**src/rtl/core_pkg.sv**
```systemverilog
// Shared encodings for the load/store unit: opcodes, funct3 widths, exception causes, FSM states.
package core_pkg;

    localparam logic [6:0] OpcLoad  = 7'b0000011;
    localparam logic [6:0] OpcStore = 7'b0100011;

    localparam logic [2:0] F3Byte  = 3'b000;
    localparam logic [2:0] F3Half  = 3'b001;
    localparam logic [2:0] F3Word  = 3'b010;
    localparam logic [2:0] F3ByteU = 3'b100;
    localparam logic [2:0] F3HalfU = 3'b101;

    typedef enum logic [1:0] {
        CauseLdMisalign = 2'd0,
        CauseStMisalign = 2'd1,
        CauseBusErr     = 2'd2,
        CauseIllegal    = 2'd3
    } exc_cause_e;

    typedef enum logic [1:0] {
        StIdle = 2'd0,
        StReq  = 2'd1,
        StWait = 2'd2,
        StResp = 2'd3
    } lsu_state_e;

    // funct3[1:0] encodes access size for both loads and stores: 0 byte, 1 half, 2 word.
    function automatic logic [3:0] byte_enable(input logic [2:0] f3, input logic [1:0] off);
        unique case (f3[1:0])
            2'b00:   byte_enable = 4'b0001 << off;
            2'b01:   byte_enable = 4'b0011 << off;
            default: byte_enable = 4'b1111;
        endcase
    endfunction

endpackage

```
**src/rtl/core_lsu_ldext.sv**
```systemverilog
// Load data lane extraction with sign or zero extension.
module core_lsu_ldext
    import core_pkg::*;
(
    input  logic [31:0] i_rdata,
    input  logic [1:0]  i_addr,
    input  logic [2:0]  i_funct3,
    output logic [31:0] o_result
);

    logic [31:0] shifted;

    assign shifted = i_rdata >> {i_addr, 3'b000};

    always_comb begin
        o_result = i_rdata;
        unique case (i_funct3)
            F3Byte:  o_result = {{24{shifted[7]}}, shifted[7:0]};
            F3Half:  o_result = {{16{shifted[15]}}, shifted[15:0]};
            F3ByteU: o_result = {24'd0, shifted[7:0]};
            F3HalfU: o_result = {16'd0, shifted[15:0]};
            default: o_result = i_rdata;
        endcase
    end

endmodule

```
**src/rtl/core_lsu.sv**
```systemverilog
// Load/store unit: single outstanding bus access, pass-through writeback for non-memory ops.
module core_lsu
    import core_pkg::*;
#(
    parameter int unsigned XLEN        = 32,
    parameter int unsigned BUS_TIMEOUT = 255
) (
    input  logic            i_clk,
    input  logic            i_rst_n,
    input  logic            i_valid,
    output logic            o_ready,
    input  logic [6:0]      i_opcode,
    input  logic [2:0]      i_funct3,
    input  logic [XLEN-1:0] i_res,
    input  logic [XLEN-1:0] i_wdata,
    input  logic [4:0]      i_rd,
    output logic            o_wb_valid,
    output logic [4:0]      o_wb_rd,
    output logic [XLEN-1:0] o_wb_data,
    output logic            o_exc,
    output logic [1:0]      o_exc_cause,
    output logic            o_bus_req,
    output logic            o_bus_we,
    output logic [XLEN-1:0] o_bus_addr,
    output logic [3:0]      o_bus_be,
    output logic [XLEN-1:0] o_bus_wdata,
    input  logic            i_bus_gnt,
    input  logic            i_bus_rvalid,
    input  logic [XLEN-1:0] i_bus_rdata,
    input  logic            i_bus_err
);

    lsu_state_e      state_q, state_d;
    logic [7:0]      cnt_q, cnt_d;
    logic            store_q, store_d;
    logic [2:0]      f3_q, f3_d;
    logic [1:0]      off_q, off_d;
    logic [4:0]      rd_q, rd_d;
    logic [XLEN-1:0] addr_q, addr_d;
    logic [3:0]      be_q, be_d;
    logic [XLEN-1:0] wdata_q, wdata_d;
    logic            wb_valid_q, wb_valid_d;
    logic [4:0]      wb_rd_q, wb_rd_d;
    logic [XLEN-1:0] wb_data_q, wb_data_d;
    logic            exc_q, exc_d;
    exc_cause_e      cause_q, cause_d;

    logic            is_load, is_store, f3_ok, misaligned, timeout;
    logic [XLEN-1:0] ld_result;

    core_lsu_ldext u_ldext (
        .i_rdata  (i_bus_rdata),
        .i_addr   (off_q),
        .i_funct3 (f3_q),
        .o_result (ld_result)
    );

    assign is_load  = (i_opcode == OpcLoad);
    assign is_store = (i_opcode == OpcStore);
    assign f3_ok    = is_load ? (i_funct3 inside {F3Byte, F3Half, F3Word, F3ByteU, F3HalfU})
                              : (i_funct3 inside {F3Byte, F3Half, F3Word});
    assign misaligned = ((i_funct3[1:0] == 2'b01) && i_res[0]) ||
                        ((i_funct3[1:0] == 2'b10) && (i_res[1:0] != 2'b00));
    assign timeout  = (cnt_q == 8'(BUS_TIMEOUT - 1));

    always_comb begin
        state_d    = state_q;
        cnt_d      = cnt_q;
        store_d    = store_q;
        f3_d       = f3_q;
        off_d      = off_q;
        rd_d       = rd_q;
        addr_d     = addr_q;
        be_d       = be_q;
        wdata_d    = wdata_q;
        wb_valid_d = 1'b0;
        wb_rd_d    = '0;
        wb_data_d  = '0;
        exc_d      = 1'b0;
        cause_d    = CauseLdMisalign;

        unique case (state_q)
            StIdle: begin
                if (i_valid) begin
                    if (is_load || is_store) begin
                        if (!f3_ok) begin
                            exc_d   = 1'b1;
                            cause_d = CauseIllegal;
                        end else if (misaligned) begin
                            exc_d   = 1'b1;
                            cause_d = is_store ? CauseStMisalign : CauseLdMisalign;
                        end else begin
                            state_d = StReq;
                            store_d = is_store;
                            f3_d    = i_funct3;
                            off_d   = i_res[1:0];
                            rd_d    = i_rd;
                            addr_d  = {i_res[XLEN-1:2], 2'b00};
                            be_d    = byte_enable(i_funct3, i_res[1:0]);
                            unique case (i_funct3[1:0])
                                2'b00:   wdata_d = {4{i_wdata[7:0]}};
                                2'b01:   wdata_d = {2{i_wdata[15:0]}};
                                default: wdata_d = i_wdata;
                            endcase
                        end
                    end else begin
                        wb_valid_d = 1'b1;
                        wb_rd_d    = i_rd;
                        wb_data_d  = i_res;
                    end
                end
            end
            StReq: begin
                if (i_bus_err || timeout) begin
                    exc_d   = 1'b1;
                    cause_d = CauseBusErr;
                    state_d = StIdle;
                end else if (i_bus_gnt) begin
                    state_d = store_q ? StIdle : StWait;
                end else begin
                    cnt_d = cnt_q + 8'd1;
                end
            end
            StWait: begin
                if (i_bus_err || timeout) begin
                    exc_d   = 1'b1;
                    cause_d = CauseBusErr;
                    state_d = StIdle;
                end else if (i_bus_rvalid) begin
                    state_d = StResp;
                    if (rd_q != 5'd0) begin
                        wb_valid_d = 1'b1;
                        wb_rd_d    = rd_q;
                        wb_data_d  = ld_result;
                    end
                end else begin
                    cnt_d = cnt_q + 8'd1;
                end
            end
            StResp:  state_d = StIdle;
            default: state_d = StIdle;
        endcase

        if (state_d != state_q) begin
            cnt_d = '0;
        end
    end

    always_ff @(posedge i_clk) begin
        if (!i_rst_n) begin
            state_q    <= StIdle;
            cnt_q      <= '0;
            store_q    <= 1'b0;
            f3_q       <= '0;
            off_q      <= '0;
            rd_q       <= '0;
            addr_q     <= '0;
            be_q       <= '0;
            wdata_q    <= '0;
            wb_valid_q <= 1'b0;
            wb_rd_q    <= '0;
            wb_data_q  <= '0;
            exc_q      <= 1'b0;
            cause_q    <= CauseLdMisalign;
        end else begin
            state_q    <= state_d;
            cnt_q      <= cnt_d;
            store_q    <= store_d;
            f3_q       <= f3_d;
            off_q      <= off_d;
            rd_q       <= rd_d;
            addr_q     <= addr_d;
            be_q       <= be_d;
            wdata_q    <= wdata_d;
            wb_valid_q <= wb_valid_d;
            wb_rd_q    <= wb_rd_d;
            wb_data_q  <= wb_data_d;
            exc_q      <= exc_d;
            cause_q    <= cause_d;
        end
    end

    // Bus fields read as zero whenever no request is outstanding.
    assign o_bus_req   = (state_q == StReq);
    assign o_bus_we    = o_bus_req & store_q;
    assign o_bus_addr  = o_bus_req ? addr_q : '0;
    assign o_bus_be    = o_bus_req ? be_q : '0;
    assign o_bus_wdata = o_bus_req ? wdata_q : '0;
    assign o_ready     = (state_q == StIdle);
    assign o_wb_valid  = wb_valid_q;
    assign o_wb_rd     = wb_rd_q;
    assign o_wb_data   = wb_data_q;
    assign o_exc       = exc_q;
    assign o_exc_cause = cause_q;

endmodule

```
**config.mk**
```make
export PLATFORM = sky130hd
export DESIGN_NAME = core_lsu
export DESIGN_NICKNAME = d
export VERILOG_FILES = /design/src/rtl/core_pkg.sv /design/src/rtl/core_lsu_ldext.sv /design/src/rtl/core_lsu.sv
export SDC_FILE = /design/constraint.sdc
export NUM_CORES = 1
export LEC_CHECK = 0
export BUFFER_PORTS_ARGS = -buffer_cell sky130_fd_sc_hd__buf_2
export CAP_MARGIN = 20
export CORE_ASPECT_RATIO = 0.5
export CORE_MARGIN = 4
export CORE_UTILIZATION = 50
export DETAILED_ROUTE_END_ITERATION = 12
export GPL_ROUTABILITY_DRIVEN = 0
export PLACE_DENSITY = 0.82
export SKIP_LAST_GASP = 1
export SLEW_MARGIN = 10
export SYNTH_ARGS = -nofsm -noshare
export SYNTH_HDL_FRONTEND = slang
export SYNTH_SLANG_ARGS = --single-unit
export TNS_END_PERCENT = 10
```
**constraint.sdc**
```tcl
create_clock -name i_clk -period 2.96 [get_ports i_clk]
set_clock_uncertainty 0.15 [all_clocks]
set_input_delay 0.592 -clock i_clk [delete_from_list [all_inputs] [get_ports i_clk]]
set_output_delay 0.592 -clock i_clk [all_outputs]
set_load 0.02 [all_outputs]
```
==> flow_summary.json, run 1 <==
{
  "final_util_pct": 67.8,
  "grt_max_degree": 70,
  "crit_slowest_cell": "dfxtp_1",
  "startpoint_type": "register",
  "grt_pass1_vias": 6065,
  "hold_class": "input pin to register",
  "setup_viol": 0,
  "hold_buffers": 0,
  "p_leak_nw": 3.89,
  "vias": 6465,
  "outcome": "finished clean",
  "row_count": 28,
  "wl_per_cell_um": 17.0,
  "finalHoldViolCount": 0,
  "powerDensity_mw_per_mm2": 530,
  "htree_num_levels": 4,
  "crit_type": "register to primary output",
  "fin_nets": 1116,
  "hpwlAfterDp_um": 14400,
  "synth_xor_area_share_pct": 1.09,
  "async_flop_share_pct": 0,
  "drc": 0,
  "max_freq_mhz": 361,
  "routed_wl_um": 19900,
  "ys_seq_area_share_pct": 40.0,
  "synth_top_family_by_area": "simple AND/OR/NAND/NOR gates",
  "clk_path_buf_depth": 2,
  "synthDominantCellAreaShare_pct": 40.0,
  "peakVddDrop_mv": 0.420,
  "synthAdderAreaFrac_pct": 1.17,
  "fp.dieArea_mm2": 0.0148,
  "synth_common_cells": "nand2_1 (168), dfxtp_1 (128), and2_1 (67)",
  "syn_avg_cell_area_um2": 8.07,
  "yosysMostFrequentCell": "nand2_1",
  "synthMuxAreaShare_pct": 4.57,
  "diodes": 0,
  "dieWidth_um": 168,
  "synthSimpleGateAreaFrac_pct": 24.5,
  "cap_violations": 0,
  "cp-end-kind": "primary output",
  "tns_ns": 0,
  "syn_area_mm2": 0.00641,
  "cts-root-buf": "clkbuf_16",
  "antenna_found_initial": 0,
  "drive_gt1_share_pct": 27.9,
  "grt_overflow": 0,
  "vias_per_cell": 5.52,
  "netlist_instances": 794,
  "syn_to_final_growth_pct": 28.6,
  "clk_latency_ns": 0.41,
  "track_usage_pct": 26.0,
  "io_buffers": 226,
  "boundaryPins": 229,
  "die_h_um": 88.0,
  "drtIter0Drc": 545,
  "cts_tree": "yes",
  "yosysWarningCount": 0,
  "synth.area.top_cells": "dfxtp_1 (40%), nand2_1 (9.8%), and2_1 (6.5%)",
  "worst_slew_pin_slew_ns": 1.10,
  "rsz0062_at_grt": "no",
  "worstPathMaxFanout": 39,
  "core_area_mm2": 0.0122,
  "dr.pass1.iters": 5,
  "synth-edff-count": 0,
  "grt_pass1_wl_um": 31300,
  "slew_violations": 0,
  "whs_ns": 0.257,
  "arrival_ns": 2.03,
  "crit_chain": "ha_2 > buf_4 > and2_1 > buf_2",
  "ant_nets": 0,
  "path_clk_slew_ns": 0.06,
  "numClockSinks": 128,
  "floorplan.initialDensity_pct": 52.7,
  "fin_crit_sh_pct": 93.6,
  "finalCriticalPeriod_ns": 2.77,
  "synth-main-ff-cell": "dfxtp_1",
  "postCtsSetupBuffers": 0,
  "ys_ff_latch": 128,
  "numCtsBuffers": 17,
  "cpPeakStageDelay_ns": 0.49,
  "worstPathRequired_ns": 2.22,
  "synth_top_area_cell": "dfxtp_1",
  "cts_resized": 0,
  "yosysUniqueCellTypes": 51,
  "slew_headroom_pct": 25.5,
  "totalPowerFinal_mw": 4.37,
  "synth_compound_area_share_pct": 23.2
}
-- final timing paths --
| path | slack, ns | cells after the start | from | to |
|---|---|---|---|---|
| setup reg to reg | 0.26 | 6 | state_q[0] | cnt_q[1] |
| hold reg to reg | 0.30 | 2 | addr_q[12] | addr_q[12] |
| hold / removal | 0.26 | 3 | i_res[24] | o_wb_data[24] |
| setup / recovery | 0.19 | 4 | state_q[0] | o_bus_wdata[14] |
-- critical path, delay by kind of cell (launching register included) --
| kind | cells | cell delay, ns |
|---|---|---|
| adders and majority gates | 1 | 0.34 |
| buffers and inverters | 2 | 0.55 |
| DFF | 1 | 0.49 |
| and+or+nand+nor | 1 | 0.22 |
-- per-stage QoR --
step	worst slack, ns	area [um^2]	instances
CTS	0.218	8240	1171
global placement	0.326	7630	1139
global route	0.0844	8240	1171
detailed placement	0.252	7630	1139
finish	0.189	8240	1171
floorplan	0.453	6410	795
-- placed cells by master, fill, tap and decap left out, types with 7 or more instances in the layout --
| cell | netlist | final |
|---|---|---|
| and2_1 | 67 | 67 |
| nor2_1 | 37 | 37 |
| nor3_1 | 17 | 16 |
| xnor2_1 | 7 | 7 |
| a22oi_1 | 12 | 12 |
| a31oi_1 | 8 | 8 |
| inv_1 | 20 | 20 |
| a21boi_0 | 22 | 22 |
| buf_4 | 4 | 17 |
| a21boi_1 | 35 | 35 |
| nand2_1 | 168 | 167 |
| o211a_1 | 18 | 18 |
| a32oi_1 | 16 | 16 |
| nand3_1 | 14 | 14 |
| clkbuf_16 | 0 | 17 |
| mux2i_1 | 27 | 27 |
| a2bb2oi_1 | 8 | 8 |
| a21oi_1 | 25 | 25 |
| nand2b_1 | 19 | 19 |
| buf_2 | 11 | 226 |
| o21ai_0 | 30 | 30 |
| dfxtp_1 | 128 | 128 |
-- metal layers --
| layer | track usage, % | part of all wire [%] | vias to the layer above | wire length, um |
|---|---|---|---|---|
| li1 | - | - | 3120 | - |
| met1 | 34.2 | 44 | 3014 | 8760 |
| met2 | 44.3 | 47 | 303 | 9430 |
| met3 | 5.77 | 7.5 | 28 | 1490 |
| met4 | 6.26 | 1.2 | 0 | 245 |
| met5 | 0 | 0 | - | 0 |
-- layout make-up --
cell class                 count  area, um^2
sequential                   128        2560
clock inverter                12         159
multi-input combinational    582        3510
clock buffer                  20         447
inverter                      20        75.1
tap                          165         206
timing repair buffer         244        1280
fill                         998        3920
-- logic make-up after synthesis --
family                     Yosys count
AOI/OAI and AO/OA                  202
xor gates and xnor gates             8
adders and majority gates            6
buffers and inverters               85
DFF                                128
muxes                               28
other                                1
and+or+nand+nor                    336
-- power breakdown --
part           switching, mW  internal [mW]  leakage [nW]
Combinational          0.287          0.169          2.56
Sequential            0.0127           1.76          1.04
Clock                  0.792           1.35         0.291
Total                   1.09           3.28          3.89
-- sequential cells by signal, indices dropped and copies added, names as in the netlist, 2 cells and up --
| name | cells |
|---|---|
| f3_q | 3 |
| wdata_q | 32 |
| rd_q | 5 |
| o_exc_cause | 2 |
| cnt_q | 8 |
| be_q | 4 |
| o_wb_data | 32 |
| o_wb_rd | 5 |
| off_q | 2 |
| state_q | 2 |
| addr_q | 30 |
Power figures use the tool's default switching activity.
==> run 2: changes to the inputs <==
--- a/config.mk
+++ b/config.mk
@@ -9,10 +9,10 @@
 export CAP_MARGIN = 20
 export CORE_ASPECT_RATIO = 0.5
 export CORE_MARGIN = 4
-export CORE_UTILIZATION = 50
+export CORE_UTILIZATION = 30
 export DETAILED_ROUTE_END_ITERATION = 12
 export GPL_ROUTABILITY_DRIVEN = 0
-export PLACE_DENSITY = 0.82
+export PLACE_DENSITY = 0.55
 export SKIP_LAST_GASP = 1
 export SLEW_MARGIN = 10
 export SYNTH_ARGS = -nofsm -noshare
==> run 2 against run 1 <==
Net effect: core utilization is 27 points lower; combinational power rose by 2%; cell area up 1.7%; register-to-register slack better by 0.10 ns; die area grew 62%; cell count is 9.7% higher; non-clock buffer count increased by 7; critical path depth is the same; maximum frequency increased by 2.0%; power decreased by 3.4%; global-route usage down 8.1 points; sequential share of layout area shrank 0.51 points.
==> flow_summary.json, run 2 (synthesis gave the netlist of run 1 again) <==
{
  "ant_nets": 0,
  "vias_per_cell": 4.97,
  "cts_resized": 0,
  "grt_pass1_wl_um": 34300,
  "startpoint_type": "register",
  "crit_chain": "ha_2 > buf_4 > and2_1 > buf_2",
  "worstHoldPathCells": 3,
  "cts_tree": "yes",
  "worstPathMaxFanout": 39,
  "fillers": 2162,
  "reg2reg_from": "state_q[0]",
  "startpoint": "state_q[0]",
  "rsz0062_at_grt": "no",
  "clk_latency_ns": 0.42,
  "cts-root-buf": "clkbuf_16",
  "arrival_ns": 1.98,
  "cpPeakStageDelay_ns": 0.46,
  "mostFrequentLayoutCell": "buf_2",
  "fp.dieArea_mm2": 0.0239,
  "slew_headroom_pct": 31.7,
  "grt_max_degree": 63,
  "hold_class": "input pin to register",
  "worst_slew_pin_slew_ns": 1.02,
  "track_usage_pct": 17.9,
  "drtIter0Drc": 421,
  "max_freq_mhz": 368,
  "die_h_um": 111,
  "worstPathRequired_ns": 2.22,
  "fin_nets": 1123,
  "grt_pass1_vias": 6146,
  "drc": 0,
  "path_buf_inv": 2,
  "hpwlAfterDp_um": 16400,
  "tns_ns": 0,
  "r2r_end": "o_wb_data[6]",
  "fin_crit_sh_pct": 91.8,
  "min_to": "o_wb_data[8]",
  "outcome": "finished clean",
  "diodes": 0,
  "hold_buffers": 0,
  "row_count": 37,
  "r2r_slack_ns": 0.36,
  "dr.pass1.iters": 5,
  "routed_wl_um": 22000,
  "p_leak_nw": 3.90,
  "numCtsBuffers": 17,
  "crit_slowest_cell": "dfxtp_1",
  "boundaryPins": 229,
  "grt_overflow": 0,
  "peakVddDrop_mv": 0.334,
  "path_delay_family": "buffers and inverters",
  "antenna_found_initial": 1,
  "wl_per_cell_um": 17.1,
  "syn_to_final_growth_pct": 30.7,
  "powerDensity_mw_per_mm2": 504,
  "htree_num_levels": 4,
  "vias": 6390,
  "cp-end-kind": "primary output",
  "crit_type": "register to primary output",
  "core_area_mm2": 0.0208,
  "finalCriticalPeriod_ns": 2.72,
  "path_clk_slew_ns": 0.06,
  "setup_viol": 0,
  "final_cell_mix": "buf_2 (227), nand2_1 (167), dfxtp_1 (128)",
  "numClockSinks": 128,
  "whs_ns": 0.239,
  "io_buffers": 226,
  "clk_path_buf_depth": 2,
  "postCtsSetupBuffers": 0,
  "finalHoldViolCount": 0,
  "dieWidth_um": 215,
  "slew_violations": 0,
  "hp-start": "i_res[8]",
  "floorplan.initialDensity_pct": 30.8,
  "cap_violations": 0,
  "rr_worst_depth": 6,
  "drive_gt1_share_pct": 28.6
}
run 2: changes by cell type in the layout (fill, tap and decap cells not counted), moves of 2 or more:
cell	before	now
clkbuf_8	1	3
clkinv_4	3	0
clkinvlp_4	2	4
clkbuf_1	2	0
bufinv_16	3	1
buf_4	17	23
clkinv_2	2	6
inv_6	2	0
run 2: layer usage:
layer	vias up	global-route usage, %	wire, um
li1	3136	-	-
met1	3038	23.4	10000
met2	180	29.2	10500
met3	34	3.93	1000
met4	2	6.69	525
met5	-	0	15
run 2: worst min-delay path, cell delays in order:
cell and delay [ns]:
buf_2 0.09, nand2_1 0.04, o21ai_0 0.05
run 2: power by group:
part           internal [mW]  leakage [nW]  switching, mW  total, mW
clock                   1.20         0.269          0.782       1.99
sequential              1.76          1.04         0.0129       1.77
combinational          0.174          2.60          0.293      0.467
run 2: how the worst max path moves through the flow:
| stage | end | cells after the start |
|---|---|---|
| 2_1_floorplan | wdata_q[21] | 7 |
| 3_3_place_gp | store_q | 6 |
| 3_5_place_dp | addr_q[28] | 6 |
| 4_1_cts | o_bus_wdata[31] | 4 |
| 5_1_grt | o_bus_wdata[0] | 5 |
| 6_report | o_bus_wdata[0] | 4 |
run 2: final cells by class:
type	count	area [um^2]	share of cell area, %
inverter	20	75.1	0.896
multi-input combinational	582	3510	41.9
clock buffer	20	467	5.57
timing repair buffer	251	1330	15.9
clock inverter	11	90.1	1.08
sequential	128	2560	30.6
tap	273	342	4.08
run 2: through the flow:
step / instances / total power [mW] / utilization (%) / worst slack [ns] / instance area, um^2
2_1_floorplan: 795 / 2.05 / - / 0.453 / 6410
5_1_grt: 1285 / 4.39 / 40.3 / 0.137 / 8380
3_3_place_gp: 1253 / 2.27 / 37.6 / 0.289 / 7810
3_5_place_dp: 1253 / 2.27 / 37.6 / 0.271 / 7810
4_1_cts: 1284 / 4.27 / 40.3 / 0.208 / 8370
6_report: 1285 / 4.22 / 40.3 / 0.242 / 8380
==> run 3: changes to the inputs <==
--- a/config.mk
+++ b/config.mk
@@ -9,10 +9,10 @@
 export CAP_MARGIN = 20
 export CORE_ASPECT_RATIO = 0.5
 export CORE_MARGIN = 4
-export CORE_UTILIZATION = 30
+export CORE_UTILIZATION = 45
 export DETAILED_ROUTE_END_ITERATION = 12
 export GPL_ROUTABILITY_DRIVEN = 0
-export PLACE_DENSITY = 0.55
+export PLACE_DENSITY = 0.75
 export SKIP_LAST_GASP = 1
 export SLEW_MARGIN = 10
 export SYNTH_ARGS = -nofsm -noshare
==> constraint.sdc (replaced) <==
create_clock -name i_clk -period 3.4 [get_ports i_clk]
set_clock_uncertainty 0.15 [all_clocks]
set_input_delay 0.68 -clock i_clk [delete_from_list [all_inputs] [get_ports i_clk]]
set_output_delay 0.68 -clock i_clk [all_outputs]
set_load 0.02 [all_outputs]
==> run 3 against run 2 <==
Net effect: worst setup slack improved by 0.16 ns; die area is 32% lower; critical path depth unchanged; non-clock buffer count is 9 lower; first-iteration DRC count shrank 0.48%; cell area decreased by 1.5%; critical path type unchanged.
==> flow_summary.json, run 3 (synthesis gave the netlist of run 1 again) <==
{
  "arrival_ns": 2.17,
  "worstHoldPathCells": 2,
  "hpwlAfterDp_um": 14200,
  "placed_cells": 1164,
  "p_leak_nw": 3.88,
  "r2r_end": "cnt_q[7]",
  "fp.dieArea_mm2": 0.0163,
  "outcome": "finished clean",
  "row_count": 30,
  "hp-start": "wdata_q[24]",
  "clk_latency_ns": 0.40,
  "cts_tree": "yes",
  "fin_nets": 1114,
  "crit_chain": "ha_2 > buf_4 > and2_1 > buf_2",
  "track_usage_pct": 23.6,
  "tns_ns": 0,
  "postCtsSetupBuffers": 0,
  "worstPathRequired_ns": 2.57,
  "mostFrequentLayoutCell": "buf_2",
  "slew_violations": 0,
  "grt_pass1_wl_um": 31400,
  "cp-end-kind": "primary output",
  "multi_input_area_mm2": 0.00351,
  "min_to": "wdata_q[24]",
  "final_cell_mix": "buf_2 (226), nand2_1 (167), dfxtp_1 (128)",
  "drtIter0Drc": 419,
  "grt_pass1_vias": 6244,
  "numCtsBuffers": 17,
  "ant_nets": 0,
  "core_area_mm2": 0.0137,
  "hold_class": "register to register",
  "path_clk_slew_ns": 0.05,
  "vias_per_cell": 5.31,
  "grt_overflow": 0,
  "powerDensity_mw_per_mm2": 456,
  "rsz0062_at_grt": "no",
  "rr_worst_depth": 7,
  "grt_max_degree": 95,
  "antenna_found_initial": 0,
  "routed_wl_um": 19800,
  "cts-root-buf": "clkbuf_16",
  "cap_violations": 0,
  "floorplan.initialDensity_pct": 46.6,
  "finalHoldViolCount": 0,
  "boundaryPins": 229,
  "final_util_pct": 60.0,
  "setup_viol": 0,
  "startpoint_type": "register",
  "worst_slew_pin_slew_ns": 1.07,
  "fin_crit_sh_pct": 88.2,
  "diodes": 0,
  "drc": 0,
  "finalCriticalPeriod_ns": 3.00,
  "crit_type": "register to primary output",
  "regArea_mm2": 0.00256,
  "max_freq_mhz": 333,
  "cpPeakStageDelay_ns": 0.55,
  "numClockSinks": 128,
  "slew_headroom_pct": 27.6,
  "cts_resized": 0,
  "htree_num_levels": 4,
  "wl_per_cell_um": 16.6,
  "drive_gt1_share_pct": 27.9,
  "crit_slowest_cell": "ha_2",
  "worstPathMaxFanout": 25,
  "dieWidth_um": 177,
  "clk_path_buf_depth": 2,
  "die_h_um": 92.4,
  "fin_cells": 1195,
  "vias": 6344,
  "syn_to_final_growth_pct": 28.7,
  "dr.pass1.iters": 5,
  "startpoint": "state_q[0]",
  "r2r_slack_ns": 0.68,
  "reg2reg_from": "state_q[1]",
  "io_buffers": 226,
  "peakVddDrop_mv": 0.268,
  "fillers": 1244,
  "hold_buffers": 0
}
==> run 3: routing by layer <==
metal	wire length, um	vias to the layer above	global-route usage, %
li1	-	3113	-
met1	8590	2978	30.9
met2	9500	233	39.7
met3	1470	20	5.18
met4	234	0	6.11
met5	0	-	0
==> run 3: worst max-delay path by stage <==
stage,end
final,o_bus_addr[29]
after global routing,o_bus_addr[29]
after CTS,o_bus_addr[29]
after detailed placement,wdata_q[11]
after global placement,wdata_q[13]
after floorplan,wdata_q[21]
==> run 3: through the flow <==
step	hold WS [ns]	total power [mW]	instance area, um^2	setup slack [ns]
6_report	0.300	3.76	8250	0.400
3_3_place_gp	0.288	1.96	7650	0.652
4_1_cts	0.301	3.78	8250	0.408
2_1_floorplan	0.280	1.79	6410	0.805
5_1_grt	0.312	3.90	8250	0.318
3_5_place_dp	0.291	1.96	7650	0.570
==> run 3: critical path: cells and delay by family, from the launching register on <==
family,cells,cell delay (ns)
adders and majority gates,1,0.55
buffers and inverters,2,0.52
DFF,1,0.47
and+or+nand+nor,1,0.21
==> run 3: cell type report <==
cell class              instances  area share (%)
inverters                      20           0.910
clock inverters                11            1.58
flip-flops and latches        128            31.1
clock buffers                  20            5.66
repair buffers                242            15.3
multi-input cells             582            42.6
well taps                     192            2.91
==> run 3: power breakdown <==
group / switching (mW) / internal [mW]
Combinational: 0.245 / 0.148
Sequential: 0.0108 / 1.53
Clock: 0.686 / 1.14
Total: 0.942 / 2.82
